### src/rtl/ram_scan_unit_if.sv
// Bus bundle for ram_scan_unit: write port, manual read port,
// scan/clear controls and registered read results.
interface ram_scan_unit_if #(
  parameter int DATA_W = 4,
  parameter int ADDR_W = 5
);
  logic              wr_en;
  logic [ADDR_W-1:0] wr_addr;
  logic [DATA_W-1:0] wr_data;
  logic [ADDR_W-1:0] rd_addr;
  logic              scan_en;
  logic              clear;
  logic [DATA_W-1:0] rd_data;
  logic [ADDR_W-1:0] cur_addr;
  logic              scan_tick;
  logic              busy;

  modport master (
    output wr_en, wr_addr, wr_data,
    output rd_addr, scan_en, clear,
    input  rd_data, cur_addr,
    input  scan_tick, busy
  );

  modport slave (
    input  wr_en, wr_addr, wr_data,
    input  rd_addr, scan_en, clear,
    output rd_data, cur_addr,
    output scan_tick, busy
  );
endinterface

### src/rtl/ram_scan_unit.sv
// Read-first RAM with manual read and timed address scan.
// Define RAM_SCAN_CLEAR_EN to build the sequential CLEAR mode.
module ram_scan_unit #(
  parameter int DATA_W   = 4,
  parameter int ADDR_W   = 5,
  parameter int SCAN_DIV = 50000000
) (
  input logic            clock,
  input logic            reset,
  ram_scan_unit_if.slave bus
);
  localparam int DEPTH = 2**ADDR_W;
  localparam int DIV_W = $clog2(SCAN_DIV);

  typedef enum logic [1:0] {
    MANUAL = 2'd0,
    SCAN   = 2'd1
`ifdef RAM_SCAN_CLEAR_EN
    , CLEAR = 2'd2
`endif
  } state_t;

  state_t state, state_nx;

  logic [DATA_W-1:0] mem [DEPTH];
  logic [DIV_W-1:0]  div;
  logic [ADDR_W-1:0] cnt;
  logic [DATA_W-1:0] rd_q;
  logic [ADDR_W-1:0] cur_q;
  logic              tick_q;

  logic              clr_req;
  logic              in_clear;
  logic              div_last;
  logic              scan_enter;
  logic              we;
  logic [ADDR_W-1:0] wa;
  logic [DATA_W-1:0] wd;
  logic [ADDR_W-1:0] rd_sel;

`ifdef RAM_SCAN_CLEAR_EN
  logic [ADDR_W-1:0] clr_idx;
  logic              clr_last;

  assign clr_req  = bus.clear && (state != CLEAR);
  assign in_clear = (state == CLEAR);
  assign clr_last = (clr_idx == ADDR_W'(DEPTH-1));
`else
  assign clr_req  = 1'b0;
  assign in_clear = 1'b0;
`endif

  assign div_last   = (div == DIV_W'(SCAN_DIV-1));
  assign scan_enter = (state_nx == SCAN) && (state != SCAN);
  assign rd_sel     = (state == SCAN) ? cnt : bus.rd_addr;

  always_ff @(posedge clock) begin
    if (reset) state <= MANUAL;
    else       state <= state_nx;
  end

  always_comb begin
    state_nx = state;
    unique case (state)
      MANUAL: if (bus.scan_en) state_nx = SCAN;
      SCAN:   if (!bus.scan_en) state_nx = MANUAL;
`ifdef RAM_SCAN_CLEAR_EN
      CLEAR:  if (clr_last)
                state_nx = bus.scan_en ? SCAN : MANUAL;
`endif
      default: state_nx = MANUAL;
    endcase
`ifdef RAM_SCAN_CLEAR_EN
    if (clr_req) state_nx = CLEAR;
`endif
  end

  // A clear request steals the write port for its entry cycle.
  always_comb begin
    we = bus.wr_en && !clr_req && !in_clear;
    wa = bus.wr_addr;
    wd = bus.wr_data;
`ifdef RAM_SCAN_CLEAR_EN
    if (in_clear) begin
      we = 1'b1;
      wa = clr_idx;
      wd = '0;
    end
`endif
  end

  always_ff @(posedge clock) begin
    if (!reset && we) mem[wa] <= wd;
  end

  always_ff @(posedge clock) begin
    if (reset) begin
      rd_q   <= '0;
      cur_q  <= '0;
      tick_q <= 1'b0;
      div    <= '0;
      cnt    <= '0;
    end else begin
      tick_q <= 1'b0;
      if (!in_clear) begin
        rd_q  <= mem[rd_sel];
        cur_q <= rd_sel;
      end
      if (scan_enter) begin
        div <= '0;
        cnt <= '0;
      end else if (state == SCAN && state_nx == SCAN) begin
        if (div_last) begin
          div    <= '0;
          cnt    <= cnt + 1'b1;
          tick_q <= 1'b1;
        end else begin
          div <= div + 1'b1;
        end
      end
    end
  end

`ifdef RAM_SCAN_CLEAR_EN
  always_ff @(posedge clock) begin
    if (reset || !in_clear) clr_idx <= '0;
    else                    clr_idx <= clr_idx + 1'b1;
  end
`endif

  assign bus.rd_data   = rd_q;
  assign bus.cur_addr  = cur_q;
  assign bus.scan_tick = tick_q;
  assign bus.busy      = in_clear;
endmodule

### src/flat_wrapper.sv
// flat-port wrapper written by rule: the top's interface ports become plain ports
module ram_scan_unit_flat 
#(
  parameter int DATA_W   = 4,
  parameter int ADDR_W   = 5,
  parameter int SCAN_DIV = 50000000
)
  (clock, reset, bus_wr_en, bus_wr_addr, bus_wr_data, bus_rd_addr, bus_scan_en, bus_clear, bus_rd_data, bus_cur_addr, bus_scan_tick, bus_busy);
  ram_scan_unit_if #(.DATA_W(DATA_W), .ADDR_W(ADDR_W)) bus_i ();
  input logic clock;
  input logic reset;
  input wire logic [$bits(bus_i.wr_en)-1:0] bus_wr_en;
  input wire logic [$bits(bus_i.wr_addr)-1:0] bus_wr_addr;
  input wire logic [$bits(bus_i.wr_data)-1:0] bus_wr_data;
  input wire logic [$bits(bus_i.rd_addr)-1:0] bus_rd_addr;
  input wire logic [$bits(bus_i.scan_en)-1:0] bus_scan_en;
  input wire logic [$bits(bus_i.clear)-1:0] bus_clear;
  output wire logic [$bits(bus_i.rd_data)-1:0] bus_rd_data;
  output wire logic [$bits(bus_i.cur_addr)-1:0] bus_cur_addr;
  output wire logic [$bits(bus_i.scan_tick)-1:0] bus_scan_tick;
  output wire logic [$bits(bus_i.busy)-1:0] bus_busy;
  assign bus_i.wr_en = bus_wr_en;
  assign bus_i.wr_addr = bus_wr_addr;
  assign bus_i.wr_data = bus_wr_data;
  assign bus_i.rd_addr = bus_rd_addr;
  assign bus_i.scan_en = bus_scan_en;
  assign bus_i.clear = bus_clear;
  assign bus_rd_data = bus_i.rd_data;
  assign bus_cur_addr = bus_i.cur_addr;
  assign bus_scan_tick = bus_i.scan_tick;
  assign bus_busy = bus_i.busy;
  ram_scan_unit #(.DATA_W(DATA_W), .ADDR_W(ADDR_W), .SCAN_DIV(SCAN_DIV)) u_core (.clock(clock), .reset(reset), .bus(bus_i));
endmodule
### config.mk
export PLATFORM = sky130hd
export DESIGN_NAME = ram_scan_unit_flat
export DESIGN_NICKNAME = d
export VERILOG_FILES = /design/src/rtl/ram_scan_unit_if.sv /design/src/rtl/ram_scan_unit.sv /design/src/flat_wrapper.sv
export SDC_FILE = /design/constraint.sdc
export NUM_CORES = 1
export LEC_CHECK = 0
export CAP_MARGIN = 25
export CORE_MARGIN = 2
export CORE_UTILIZATION = 50
export CTS_CLUSTER_SIZE = 10
export DETAILED_ROUTE_END_ITERATION = 10
export PLACE_DENSITY_LB_ADDON = 0.25
export SLEW_MARGIN = 30
export SYNTH_ARGS = -nofsm -noshare
export SYNTH_HDL_FRONTEND = slang
export SYNTH_SLANG_ARGS = --single-unit
### constraint.sdc
create_clock -name clock -period 2.8 [get_ports clock]
set_clock_uncertainty 0.2 [all_clocks]
set_input_delay 0.42 -clock clock [delete_from_list [all_inputs] [get_ports clock]]
set_output_delay 0.42 -clock clock [all_outputs]
set_load 0.02 [all_outputs]
# Word level (Yosys, flattened, before mapping)
# Memory sizes are Yosys's and may differ from the RTL's. A register that Yosys moved wholly into a read port is not among the register bits.
# Cells that the tools add are included.
# totals
mem_count	1
regBits	39
inputBits	19
out_inout_bits	11
wordCells	29
ram_bits	128
# memory_table
memory	words	word_bits	rd	rd_ports_with_merged_regs	wr	line_no	rtl
u_core.mem	32	4	1	1	1	ram_scan_unit.sv:25	logic [DATA_W-1:0] mem [DEPTH];
# op_classes
n_reduce_logical	8
add_sub_neg	2
mux	8
bitwise_logic	1
n_eq_ne	4
# ops
op	n
adder 26 x 1 -> 26 bit, second input constant	1
equality test 26 bit, second input constant	1
two-way mux 26 bit	1
adder 5 x 1 -> 5 bit, second input constant	1
two-way mux 5 bit	1
equality test 2 x 1 -> 1 bit, second input constant	2
two-way mux 2 bit	2
one-hot mux 2 bit (2 select lines)	1
logical AND 1 bit	3
two-way mux 1 bit	3
OR reduction 3 bit	1
logical NOT 2 bit	1
inequality test 2 x 1 -> 1 bit, second input constant	1
AND reduction 2 bit	1
OR reduction 2 bit	1
logical NOT 1 bit	1
inverter 1 bit	1

# Longest topological paths before layout
# depth
depth_word	6
mapped_depth	10
ltp_nobuf	6

# Least setup slack after synthesis
# Ideal clock, no wire load.
# synth_timing
path_type	input -> register
from	in bus_rd_addr[0]
to	reg u_core.rd_q[2] (netlist: u_core.bus.rd_data[2]), read port of u_core.mem
arrival_ns	1.721
stages	8
n_path_buf	2
path_slack_ns	0.747
t_required_ns	2.469
setup_time_ns	0.131
path_cell_list	clkbuf_1 buf_2 mux2i_1 nor2_1 o32ai_1 nor4_1 a31oi_1 o311ai_1
# synth_via
elab_chain_cells	1
# synth_lines
item	line_no	rtl
start, declared	flat_wrapper.sv:15	input wire logic [$bits(bus_i.rd_addr)-1:0] bus_rd_addr;
two-way mux 5 bit	ram_scan_unit.sv:55	assign rd_sel = (state == SCAN) ? cnt : bus.rd_addr;
end, declared	ram_scan_unit.sv:28	logic [DATA_W-1:0] rd_q;
# No other way between the ends.
# A chain may end at the register's enable or synchronous reset.

# Worst setup path in the final report
# layout_timing
from	reg u_core.state[0]
to	reg u_core.rd_q[3] (netlist: u_core.bus.rd_data[3]), read port of u_core.mem
# layout_via
elab_chain_cells	2
# layout_lines
item	line_no	rtl
start, declared	ram_scan_unit.sv:23	state_t state, state_nx;
start signal, assigned	ram_scan_unit.sv:59	else state <= state_nx;
equality test 2 x 1 -> 1 bit	ram_scan_unit.sv:55	
two-way mux 5 bit	ram_scan_unit.sv:55	
# No other way between the ends.

==> results.py <==
metrics = {
    "setup_path": {
        "worstPathArrival_ps": 2680,
        "r2r_slack_ps": 250,
        "cp-start-kind": "flip-flop",
        "worst_setup_path_end_kind": "flip-flop",
        "critPathKind": "reg -> reg",
        "cp-endpoint": "u_core.bus.rd_data[3]",
        "critical_path_required_ps": 2930,
        "ff2ff_path_depth": 6,
        "crit_start": "u_core.state[0]",
        "timing.rr.end": "u_core.bus.rd_data[3]",
        "crit_fanout": 8,
        "reg2reg_from": "u_core.state[0]",
    },
    "clock_tree": {
        "cts-resized-gates": 0,
        "cts_num_sinks": 171,
        "cts_buffers": 17,
        "clock_latency_ps": 430,
        "cts_tree": "done",
        "cts_root_buffer": "clkbuf_16",
        "cts-hold-fix-buffers": 0,
        "clkTransAtPathRegs_ps": 70,
        "post-cts-setup-buffers": 0,
        "htree_levels": 4,
        "clockBufferDepth": 2,
    },
    "synthesis": {
        "synth_edf_count": 128,
        "ys_seq_area_share_pct": 61.2,
        "yosysTopAreaCell": "edfxtp_1",
        "yosys_register_bits": 171,
        "synth.distinct_cells": 53,
        "synthArstFlopShare_pct": 0,
        "synth_top_cell_area_share_pct": 50.0,
        "synthCells": 656,
        "yosys_warnings": 0,
        "synthFlopType": "edfxtp_1",
        "netlist_top_cells_area": "edfxtp_1 (50%), dfxtp_1 (11%), mux2i_1 (7.4%)",
        "mappedNetlistArea_um2": 7690,
        "avgSynthCellArea_um2": 11.7,
    },
    "cells_and_area": {
        "multi_input_area_um2": 2760,
        "regArea_um2": 4710,
        "finish.net_count": 724,
        "utilization_pct": 59.2,
        "fill_cells": 1198,
        "num_antenna_cells": 0,
        "drive_above_1_share_pct": 11.7,
        "syn_to_final_growth_pct": 16.1,
    },
    "global_route": {
        "first_global_vias": 5248,
        "grt_pass1_wl_um": 26900,
        "antenna_found_initial": 0,
        "grt_start_max_net_pins": 34,
        "grtUsageTotal_pct": 21.9,
        "grt-ovfl-total": 0,
    },
    "power_and_ir_drop": {
        "vdd_drop_max_uv": 444,
        "p_per_area_nw_per_um2": 619,
        "p_leak_uw": 0.00302,
    },
    "timing": {
        "period_needed_ps": 2550,
        "fin_tns_setup_ps": 0,
        "slew_violations": 0,
        "max_slew_margin_pct": 60.2,
        "tightest_slew_ps": 593,
        "hold_violations": 0,
        "setup_viol": 0,
        "rsz0062_at_grt": "false",
        "fmax_mhz": 392,
        "finalCritPeriodShare_pct": 91.0,
    },
    "route": {
        "post_drt_wl_per_cell_um": 18.8,
        "drt_wl_total_um": 17000,
        "drtIter0Drc": 564,
        "dr.pass1.iters": 7,
        "vias_per_cell": 5.81,
        "ant_nets": 0,
        "post-route-drc-count": 0,
        "via_count": 5252,
    },
    "die": {
        "die_area_um2": 16400,
        "chipHeight_um": 128,
        "design.core.area_um2": 15100,
        "rows": 45,
        "die_x_um": 128,
        "ios": 30,
        "start_util_pct": 50.9,
    },
    "place": {
        "place_congestion": 0.903,
        "dp_hpwl_um": 11400,
        "numPortBuffers": 27,
    },
    "hold_path": {
        "hold_class": "reg -> reg",
    },
    "status": {
        "status": "complete, no violations",
    },
    "job": {
        "cap_violations": 0,
    },
}
==> layout make-up <==
cell class | instances | share of cell area [%]
sequential | 171 | 52.7
multi-input combinational | 434 | 30.9
timing repair buffer | 64 | 6.22
clock buffer | 17 | 4.76
tap | 188 | 2.63
clock inverter | 15 | 2.14
inverter | 15 | 0.631
==> kinds of logic after synthesis <==
family	count (synthesis)	share of synthesized area [%]
AO/OA/AOI/OAI	80	7.78
buffers and inverters	52	3.11
adder cells (fa/ha/maj)	2	0.325
XOR/XNOR	28	3.19
flip-flops	171	61.2
multiplexers	59	7.75
AND/OR/NAND/NOR	263	16.6
other	1	0.0488
==> synthesized netlist by cell type (2+ instances only) <==
cell type and number:
buf_2 14, buf_4 3, nor4_1 6, nor3_1 4
mux2i_1 57, o21ai_0 2, nand3b_1 6, nand4_1 9
xnor2_1 10, buf_1 3, a32oi_1 4, nor2_1 106
a31o_2 2, ha_1 2, a21oi_1 15, buf_6 2
and4_1 2, and2_1 3, nand3_1 26, nand4b_1 2
inv_1 15, dfxtp_1 43, nor2b_1 12, and3_1 6
nand2_1 58, o32ai_1 4, xor2_1 18, o32a_1 8
nand2b_1 4, a31oi_1 6, or3_1 5, nor4bb_1 2
o311ai_1 4, nor4b_1 2, clkbuf_1 15, or3b_2 3
a211oi_1 28, edfxtp_1 128, o311ai_0 3
==> where the power goes <==
group,internal [uW],leakage [uW],total (uW),switching [uW]
registers,2750,0.00150,2750,9.75
clock network,1360,0.000303,2420,1050
logic,138,0.00122,358,220
==> sequential cells by signal, summed over array words and instances, names as in the netlist <==
signal	flops
u_core.mem	128
u_core.div	26
u_core.bus.cur_addr	5
u_core.cnt	5
u_core.bus.rd_data	4
u_core.state	2
u_core.bus.scan_tick	1
==> cell usage in the layout, fill, tap and decap left out, types with 15 or more instances in the layout <==
cell type	n
nor2_1	106
clkbuf_16	17
clkdlybuf4s50_1	26
a211oi_1	28
xor2_1	18
inv_1	15
buf_4	36
edfxtp_1	128
nand2_1	58
dfxtp_1	42
mux2i_1	57
nand3_1	26
==> routing by layer <==
layer	GRT usage, %	wire length, um
met1	28.3	7430
met2	35.5	8260
met3	5.68	1060
met4	8.60	251
met5	0	0
==> worst min path at each step <==
stage / from / cells past startpoint / slack, ps / to
final: u_core.div[9] / 2 / 310 / u_core.div[9]
after global routing: u_core.div[15] / 2 / 340 / u_core.div[15]
after CTS: u_core.div[9] / 2 / 310 / u_core.div[9]
after detailed placement: u_core.div[9] / 2 / 300 / u_core.div[9]
after global placement: u_core.div[9] / 2 / 280 / u_core.div[9]
after floorplan: u_core.div[9] / 2 / 270 / u_core.div[9]
==> critical path, stage by stage (launching register included) <==
cell and delay [ps]:
dfxtp_1 440, nand2b_1 240, mux2i_2 370, or3b_1 480, nor4_1 450, a31oi_1 120
o311ai_1 140
==> metrics by stage <==
stage | cell area (um^2) | cells | setup WS (ps) | hold slack (ps) | total power [uW]
2_1_floorplan | 7690 | 657 | 747 | 265 | 3000
3_3_place_gp | 8310 | 872 | 160 | 284 | 3160
3_5_place_dp | 8310 | 872 | 137 | 300 | 3160
4_1_cts | 8930 | 904 | 274 | 310 | 5560
5_1_grt | 8930 | 904 | 99.9 | 340 | 5710
6_report | 8930 | 904 | 251 | 307 | 5530
(Power assumes the default switching activity.)
